<file path="config.mk">
export PLATFORM = sky130hd
export DESIGN_NAME = rl_capture_sink
export DESIGN_NICKNAME = d
export VERILOG_FILES = /design/src/rtl/rl_capture_sink.sv
export SDC_FILE = /design/constraint.sdc
export NUM_CORES = 1
export LEC_CHECK = 0
export CORE_ASPECT_RATIO = 1.5
export CORE_MARGIN = 2
export CORE_UTILIZATION = 57
export CTS_CLUSTER_SIZE = 8
export DETAILED_ROUTE_END_ITERATION = 10
export DONT_BUFFER_PORTS = 1
export GPL_TIMING_DRIVEN = 0
export MAX_ROUTING_LAYER = met4
export PLACE_DENSITY = 0.74
export SYNTH_ARGS = -nofsm -noshare
export SYNTH_HDL_FRONTEND = slang
export SYNTH_SLANG_ARGS = --single-unit
</file>
<file path="constraint.sdc">
create_clock -name clock -period 3.6 [get_ports clock]
set_clock_uncertainty 0.05 [all_clocks]
set_input_delay 0.54 -clock clock [delete_from_list [all_inputs] [get_ports clock]]
set_output_delay 0.54 -clock clock [all_outputs]
set_load 0.01 [all_outputs]
</file>
<file path="src/rtl/rl_capture_sink.sv">
// Debounced capture of a held {address, data} pair into a 16x8 register file.
// Optional XOR checksum of captured bytes enabled by defining RL_CAPTURE_CHECKSUM_EN.
module rl_capture_sink #(
  parameter int unsigned STABLE_CYCLES = 4,
  parameter int unsigned CNT_W         = 8
) (
  input  logic             clock,
  input  logic             reset,
  input  logic [3:0]       a3_a0,
  input  logic [7:0]       z7_z0,
  input  logic             clr,
  input  logic [3:0]       rd_addr,
  output logic [7:0]       rd_data,
  output logic             wr_pulse,
  output logic [3:0]       wr_addr,
  output logic [7:0]       wr_data,
  output logic [15:0]      valid,
  output logic [CNT_W-1:0] cap_count,
  output logic             overwrite,
  output logic [7:0]       chk
);

  logic [3:0]       r_prev_a;
  logic [7:0]       r_prev_z;
  logic [3:0]       r_cnt;
  logic             r_armed;
  logic [7:0]       r_mem [16];
  logic [7:0]       r_rd_data;
  logic             r_wr_pulse;
  logic [3:0]       r_wr_addr;
  logic [7:0]       r_wr_data;
  logic [15:0]      r_valid;
  logic [CNT_W-1:0] r_cap_count;
  logic             r_overwrite;

  logic             w_changed;
  logic             w_capture;
  logic [15:0]      w_valid_base;
  logic [15:0]      w_valid_nxt;
  logic [CNT_W-1:0] w_count_base;
  logic [CNT_W-1:0] w_count_nxt;
  logic             w_overwrite_nxt;

  assign w_changed = {a3_a0, z7_z0} != {r_prev_a, r_prev_z};
  assign w_capture = !w_changed && r_armed && (r_cnt == 4'(STABLE_CYCLES - 1));

  // clr is folded in before the capture so a same-edge capture lands on cleared bookkeeping
  always_comb begin
    w_valid_base    = clr ? '0 : r_valid;
    w_count_base    = clr ? '0 : r_cap_count;
    w_valid_nxt     = w_valid_base;
    w_count_nxt     = w_count_base;
    w_overwrite_nxt = clr ? 1'b0 : r_overwrite;
    if (w_capture) begin
      w_valid_nxt = w_valid_base | (16'h0001 << r_prev_a);
      if (w_count_base != '1) begin
        w_count_nxt = w_count_base + CNT_W'(1);
      end
      if (w_valid_base[r_prev_a] && (r_mem[r_prev_a] != r_prev_z)) begin
        w_overwrite_nxt = 1'b1;
      end
    end
  end

  always_ff @(posedge clock) begin
    if (reset) begin
      r_prev_a <= '0;
      r_prev_z <= '0;
      r_cnt    <= '0;
      r_armed  <= 1'b1;
    end else if (w_changed) begin
      r_prev_a <= a3_a0;
      r_prev_z <= z7_z0;
      r_cnt    <= 4'd1;
      r_armed  <= 1'b1;
    end else if (w_capture) begin
      r_cnt    <= '0;
      r_armed  <= 1'b0;
    end else if (r_armed) begin
      r_cnt    <= r_cnt + 4'd1;
    end
  end

  always_ff @(posedge clock) begin
    if (reset) begin
      for (int unsigned i = 0; i < 16; i++) begin
        r_mem[i] <= '0;
      end
      r_rd_data   <= '0;
      r_wr_pulse  <= 1'b0;
      r_wr_addr   <= '0;
      r_wr_data   <= '0;
      r_valid     <= '0;
      r_cap_count <= '0;
      r_overwrite <= 1'b0;
    end else begin
      r_rd_data   <= r_mem[rd_addr];
      r_wr_pulse  <= w_capture;
      r_valid     <= w_valid_nxt;
      r_cap_count <= w_count_nxt;
      r_overwrite <= w_overwrite_nxt;
      if (w_capture) begin
        r_mem[r_prev_a] <= r_prev_z;
        r_wr_addr       <= r_prev_a;
        r_wr_data       <= r_prev_z;
      end
    end
  end

`ifdef RL_CAPTURE_CHECKSUM_EN
  logic [7:0] r_chk;

  always_ff @(posedge clock) begin
    if (reset) begin
      r_chk <= '0;
    end else begin
      r_chk <= (clr ? 8'h00 : r_chk) ^ (w_capture ? r_prev_z : 8'h00);
    end
  end

  assign chk = r_chk;
`else
  assign chk = 8'h00;
`endif

  assign rd_data   = r_rd_data;
  assign wr_pulse  = r_wr_pulse;
  assign wr_addr   = r_wr_addr;
  assign wr_data   = r_wr_data;
  assign valid     = r_valid;
  assign cap_count = r_cap_count;
  assign overwrite = r_overwrite;

endmodule

</file>
==> results of run 1 <==
## timing repair
item	in CTS	in global routing
setup buffers	1	0
endpoints found under the setup margin	136	22
gates resized for setup	9	6
pin swaps	1	1
## power breakdown
group	total [mW]	switching, mW	internal (mW)
Clock	1.88	0.948	0.935
Combinational	0.405	0.236	0.169
Sequential	2.48	0.0473	2.43
## worst register-to-register path, cell delays in order, from the launching register on
cell	delay (ns)
dfxtp_1	0.61
xnor2_1	0.25
nand4_1	0.32
nor3_2	0.52
nand3b_1	0.40
nor2_1	0.70
or2_2	0.41
## final cells by class
type	count	area share [%]
Buffer	61	2.64
Clock buffer	17	4.05
Clock inverter	15	1.55
Inverter	6	0.214
Multi-Input combinational cell	466	39.6
Sequential cell	195	49.3
Tap cell	210	2.50
Timing Repair Buffer	1	0.0714
## cells by family (layout without fill, tap and decap cells)
logic type,after synthesis,after routing,synth area share [%]
xor+xnor,33,33,3.01
other cells,1,8,0.0390
flops,195,195,54.0
simple gates,268,268,16.0
buf+inv,71,100,3.26
mux,101,101,19.5
compound gates,54,54,3.97
fa+ha+maj,2,2,0.260
## state kept, by name, summed over array words and instances, names as in the netlist, named ones only
name,count
r_mem,128
valid,16
cap_count,8
r_prev_z,8
rd_data,8
wr_data,8
r_cnt,4
r_prev_a,4
wr_addr,4
overwrite,1
r_armed,1
wr_pulse,1
## synth_stat cells, drive strengths merged (4+ instances only)
master | instances | share of area [%]
a21o | 17 | 1.3
a21oi | 11 | 0.57
a22oi | 6 | 0.47
and2 | 89 | 5.8
buf | 22 | 1.3
clkbuf | 43 | 1.7
dfxtp | 67 | 14
edfxtp | 128 | 40
mux2i | 31 | 3.2
mux4 | 69 | 16
nand2 | 9 | 0.38
nand3 | 9 | 0.47
nand4 | 6 | 0.39
nor2 | 41 | 1.6
nor2b | 25 | 1.6
nor3 | 50 | 2.7
nor3b | 4 | 0.55
nor4 | 5 | 0.33
o21ai | 4 | 0.21
or2 | 17 | 1.1
xnor2 | 28 | 2.6
xor2 | 5 | 0.46
## worst paths after layout
check                    from           end  slack (ns)  cells past startpoint
setup reg to reg  r_prev_a[1]   r_mem[4][3]        0.03                      6
setup / recovery  r_prev_a[1]   r_mem[4][3]        0.03                      6
hold reg to reg       r_armed       r_armed        0.49                      2
hold / removal            clr  cap_count[3]        0.12                      1
## per-layer routing
metal	global-route usage (%)	wire, um
met2	56.3	14400
met5	-	0
met1	36.9	9010
met3	6.48	2200
met4	19.2	1930
## per-stage QoR
step	utilization [%]	setup slack, ns
4_1_cts	63.2	0.000760
3_3_place_gp	59.5	-0.416
6_report	63.2	0.0317
5_1_grt	63.2	0.0141
2_1_floorplan	-	0.439
3_5_place_dp	59.5	-0.470
==> flow_summary.json, run 1 <==
{
  "outcome": "finished, final reports clean",
  "synthArstFlopShare_pct": 0,
  "synth_seq_cells": 195,
  "avgSynthCellArea_um2": 13.2,
  "antenna_found_initial": 0,
  "worst_pin_slew_ns": 1.12,
  "total_power_mw": 4.76,
  "h-tree-depth": 4,
  "crit_fanout": 10,
  "slew_violations": 0,
  "synth_ff_type": "edfxtp_1",
  "power_density_nw_per_um2": 453,
  "setup_tns_ns": 0,
  "cts-root-to-sink-buffers": 2,
  "final_area_um2": 10500,
  "dr.pass1.iters": 5,
  "clock_sinks": 195,
  "port_buffers": 0,
  "grt_max_degree": 21,
  "vias_per_cell": 6.68,
  "die_h_um": 163,
  "hold_slack_ns": 0.116,
  "place_area_um2": 9890,
  "max_clock_freq_ghz": 0.280,
  "multi_input_comb_area_um2": 4170,
  "cp_slowest_cell": "nor2_1",
  "ys_seq_area_share_pct": 54.0,
  "layout.nets": 769,
  "synth_area_um2": 9610,
  "gp_congestion": 0.974,
  "fill_cells": 1234,
  "syn_to_final_growth_pct": 9.40,
  "drtIter0Drc": 682,
  "crit_required_ns": 3.68,
  "synthesis.instances": 725,
  "wl_per_cell_um": 28.4,
  "clk_pin_slew_ns": 0.08,
  "insertedDiodeCount": 0,
  "grt_pass1_vias": 6606,
  "grt_pass1_wl_um": 40600,
  "maxCapViolations": 0,
  "clk_latency_ns": 0.45,
  "cts_hold_buf": 0,
  "final_cell_mix": "edfxtp_1, and2_1, mux4_2, dfxtp_1, nor3_1",
  "synth_enable_flop_cells": 128,
  "place_hpwl_um": 20400,
  "period_minus_slack_ns": 3.57,
  "setup_viol": 0,
  "power.leakage_nw": 3.84,
  "fin_cells": 971,
  "cp-end-kind": "register",
  "cp_slowest_stage_delay_ns": 0.70,
  "holdCritPathClass": "in2reg",
  "gr-total-overflow": 0,
  "numCtsBuffers": 17,
  "layout-drive-gt1-share_pct": 19.4,
  "relSlewSlack_pct": 25.1,
  "crit_buf_inv": 0,
  "initial_core_util_pct": 57.8,
  "regArea_um2": 5180,
  "vias": 6483,
  "ant_nets": 0,
  "dieArea_um2": 17900,
  "max-vdd-ir-drop_mv": 0.345,
  "die-width_um": 110,
  "cts_root_buf": "clkbuf_16",
  "design.portCount": 73,
  "synthDistinctLibCells": 53,
  "ys_warn_count": 0,
  "routed_wl_um": 27600,
  "layout_commonest_cell": "edfxtp_1",
  "cts_tree": "done",
  "arrival_ns": 3.64,
  "drc": 0,
  "rsz0062_at_grt": "false",
  "startpoint_type": "register",
  "critPathTopFamily": "simple AND/OR/NAND/NOR gates",
  "critPathKind": "reg2reg",
  "fin_crit_sh_pct": 99.1,
  "num_rows": 58,
  "path_cells": "xnor2_1 > nand4_1 > nor3_2 > nand3b_1 > nor2_1 > or2_2",
  "finalHoldViolCount": 0,
  "coreArea_um2": 16600,
  "track_usage_pct": 33.7,
  "dp_cells": 942
}
Note: power is estimated with default switching activity, not from simulation.
==> run 2: changes to the inputs <==
SLEW_MARGIN = 20   (was not set)
==> run 2 against run 1 <==
  * Routed wire length hardly changed
  * Clock power hardly changed
  * Critical endpoint is now overwrite
  * Combinational power hardly changed
  * Global-route usage stayed put
  * Critical path depth is 2 higher
  * Worst setup slack better by 0.017 ns
  * Sequential power hardly changed
  * Die area stayed put
  * Total power hardly changed
  * First-iteration DRC count is 4.3% lower
  * Non-clock buffer count stayed put
  * Count of clock-buffer cells in the layout stayed put
==> flow_summary.json, run 2 (synthesis gave the netlist of run 1 again) <==
{
  "final_cell_mix": "edfxtp_1, and2_1, mux4_2, dfxtp_1, nor3_1",
  "initial_core_util_pct": 57.8,
  "cp-endpoint": "overwrite",
  "vias": 6494,
  "multi_input_comb_area_um2": 4170,
  "ant_nets": 0,
  "drtIter0Drc": 653,
  "cts_root_buf": "clkbuf_16",
  "max-vdd-ir-drop_mv": 0.344,
  "coreArea_um2": 16600,
  "relSlewSlack_pct": 29.8,
  "track_usage_pct": 33.7,
  "routed_wl_um": 27600,
  "outcome": "finished, final reports clean",
  "rsz0062_at_grt": "false",
  "fin_cells": 971,
  "power.leakage_nw": 3.85,
  "num_rows": 58,
  "antenna_found_initial": 0,
  "setup_viol": 0,
  "total_power_mw": 4.77,
  "numCtsBuffers": 17,
  "holdCritPathClass": "in2reg",
  "design.portCount": 73,
  "regArea_um2": 5180,
  "p_comb_share_pct": 8.5,
  "crit_fanout": 10,
  "utilization_pct": 63.3,
  "clk_latency_ns": 0.44,
  "final_area_um2": 10500,
  "top_register": "r_mem",
  "seqPwrFrac_pct": 52.0,
  "layout-drive-gt1-share_pct": 19.7,
  "arrival_ns": 3.83,
  "max_clock_freq_ghz": 0.282,
  "grt_pass1_wl_um": 40600,
  "die-width_um": 110,
  "cts_hold_buf": 0,
  "clock_sinks": 195,
  "place_hpwl_um": 20400,
  "internal_power_mw": 3.53,
  "power_density_nw_per_um2": 453,
  "hold_slack_ns": 0.118,
  "fin_crit_sh_pct": 98.6,
  "die_h_um": 163,
  "gr-total-overflow": 0,
  "dp_cells": 942,
  "insertedDiodeCount": 0,
  "cp-end-kind": "register",
  "reg2reg_slack_ns": 0.05,
  "worst_pin_slew_ns": 1.05,
  "switching_share_pct": 25.9,
  "h-tree-depth": 4,
  "layout.nets": 769,
  "largest_reg_flops": 128,
  "slew_violations": 0,
  "wl_per_cell_um": 28.4,
  "cts_tree": "done",
  "period_minus_slack_ns": 3.55,
  "p_sw_mw": 1.23,
  "reg2reg_depth": 8,
  "cts-root-to-sink-buffers": 2,
  "grt_max_degree": 21,
  "fill_cells": 1238,
  "startpoint_type": "register",
  "crit_required_ns": 3.88,
  "layout_commonest_cell": "edfxtp_1",
  "vias_per_cell": 6.69,
  "finalHoldViolCount": 0,
  "dr.pass1.iters": 5,
  "gp_congestion": 0.974,
  "drc": 0,
  "clk_pin_slew_ns": 0.08,
  "critPathKind": "reg2reg",
  "dieArea_um2": 17900,
  "power_frac_clock_pct": 39.5,
  "syn_to_final_growth_pct": 9.43,
  "place_area_um2": 9890,
  "r2r-end": "overwrite",
  "port_buffers": 0,
  "maxCapViolations": 0,
  "grt_pass1_vias": 6606
}
==> run 2: cell type report <==
class	count	area share, %
Timing Repair Buffer	1	0.0714
Clock buffer	17	4.05
Multi-Input combinational cell	466	39.6
Clock inverter	15	1.55
Tap cell	210	2.50
Buffer	61	2.67
Sequential cell	195	49.3
Inverter	6	0.214
==> run 2: how the worst min path moves through the flow <==
stage                  start            to  slack, ns  cells after the start
finish                   clr  cap_count[3]       0.12                      1
global route             clr  cap_count[3]       0.10                      1
CTS                      clr  cap_count[3]       0.11                      1
detailed placement  r_cnt[3]      r_cnt[3]       0.48                      2
global placement    r_cnt[1]      r_cnt[1]       0.46                      2
floorplan           r_cnt[1]      r_cnt[1]       0.44                      2
==> run 2: timing repair <==
action / in CTS / in global routing
hold endpoints to repair: 0 / 0
endpoints found under the setup margin: 136 / 22
pin swaps: 1 / 1
setup buffers: 1 / 0
gates resized for setup: 9 / 6
==> run 2: metrics by stage <==
stage | worst slack (ns) | TNS (ns)
after floorplan | 0.439 | 0
after global placement | -0.416 | -30.95
after detailed placement | -0.470 | -33.17
after CTS | 0.000760 | 0
after global routing | 0.0141 | 0
final | 0.0492 | 0
==> run 2: power by group through the flow <==
| stage | logic [mW] | clock network [mW] | registers [mW] |
|---|---|---|---|
| global placement | 0.399 | 0 | 2.51 |
| global route | 0.422 | 1.97 | 2.48 |
| CTS | 0.397 | 1.89 | 2.47 |
| finish | 0.405 | 1.88 | 2.48 |
| floorplan | 0.289 | 0 | 2.50 |
| detailed placement | 0.404 | 0 | 2.52 |
==> run 2: critical path, stage by stage, from the launching register on <==
cell,delay (ns)
dfxtp_1,0.39
buf_1,0.67
clkbuf_1,0.78
mux4_2,0.44
xnor2_1,0.15
nand4_1,0.14
o22ai_1,0.34
a31oi_1,0.11
o311a_1,0.36
==> run 2: layer usage <==
metal	part of all wire (%)	global-route usage, %	up-vias
li1	-	-	2740
met1	33	36.9	3193
met2	53	56.3	440
met3	7.8	6.48	121
met4	6.8	19.2	0
met5	0	-	-
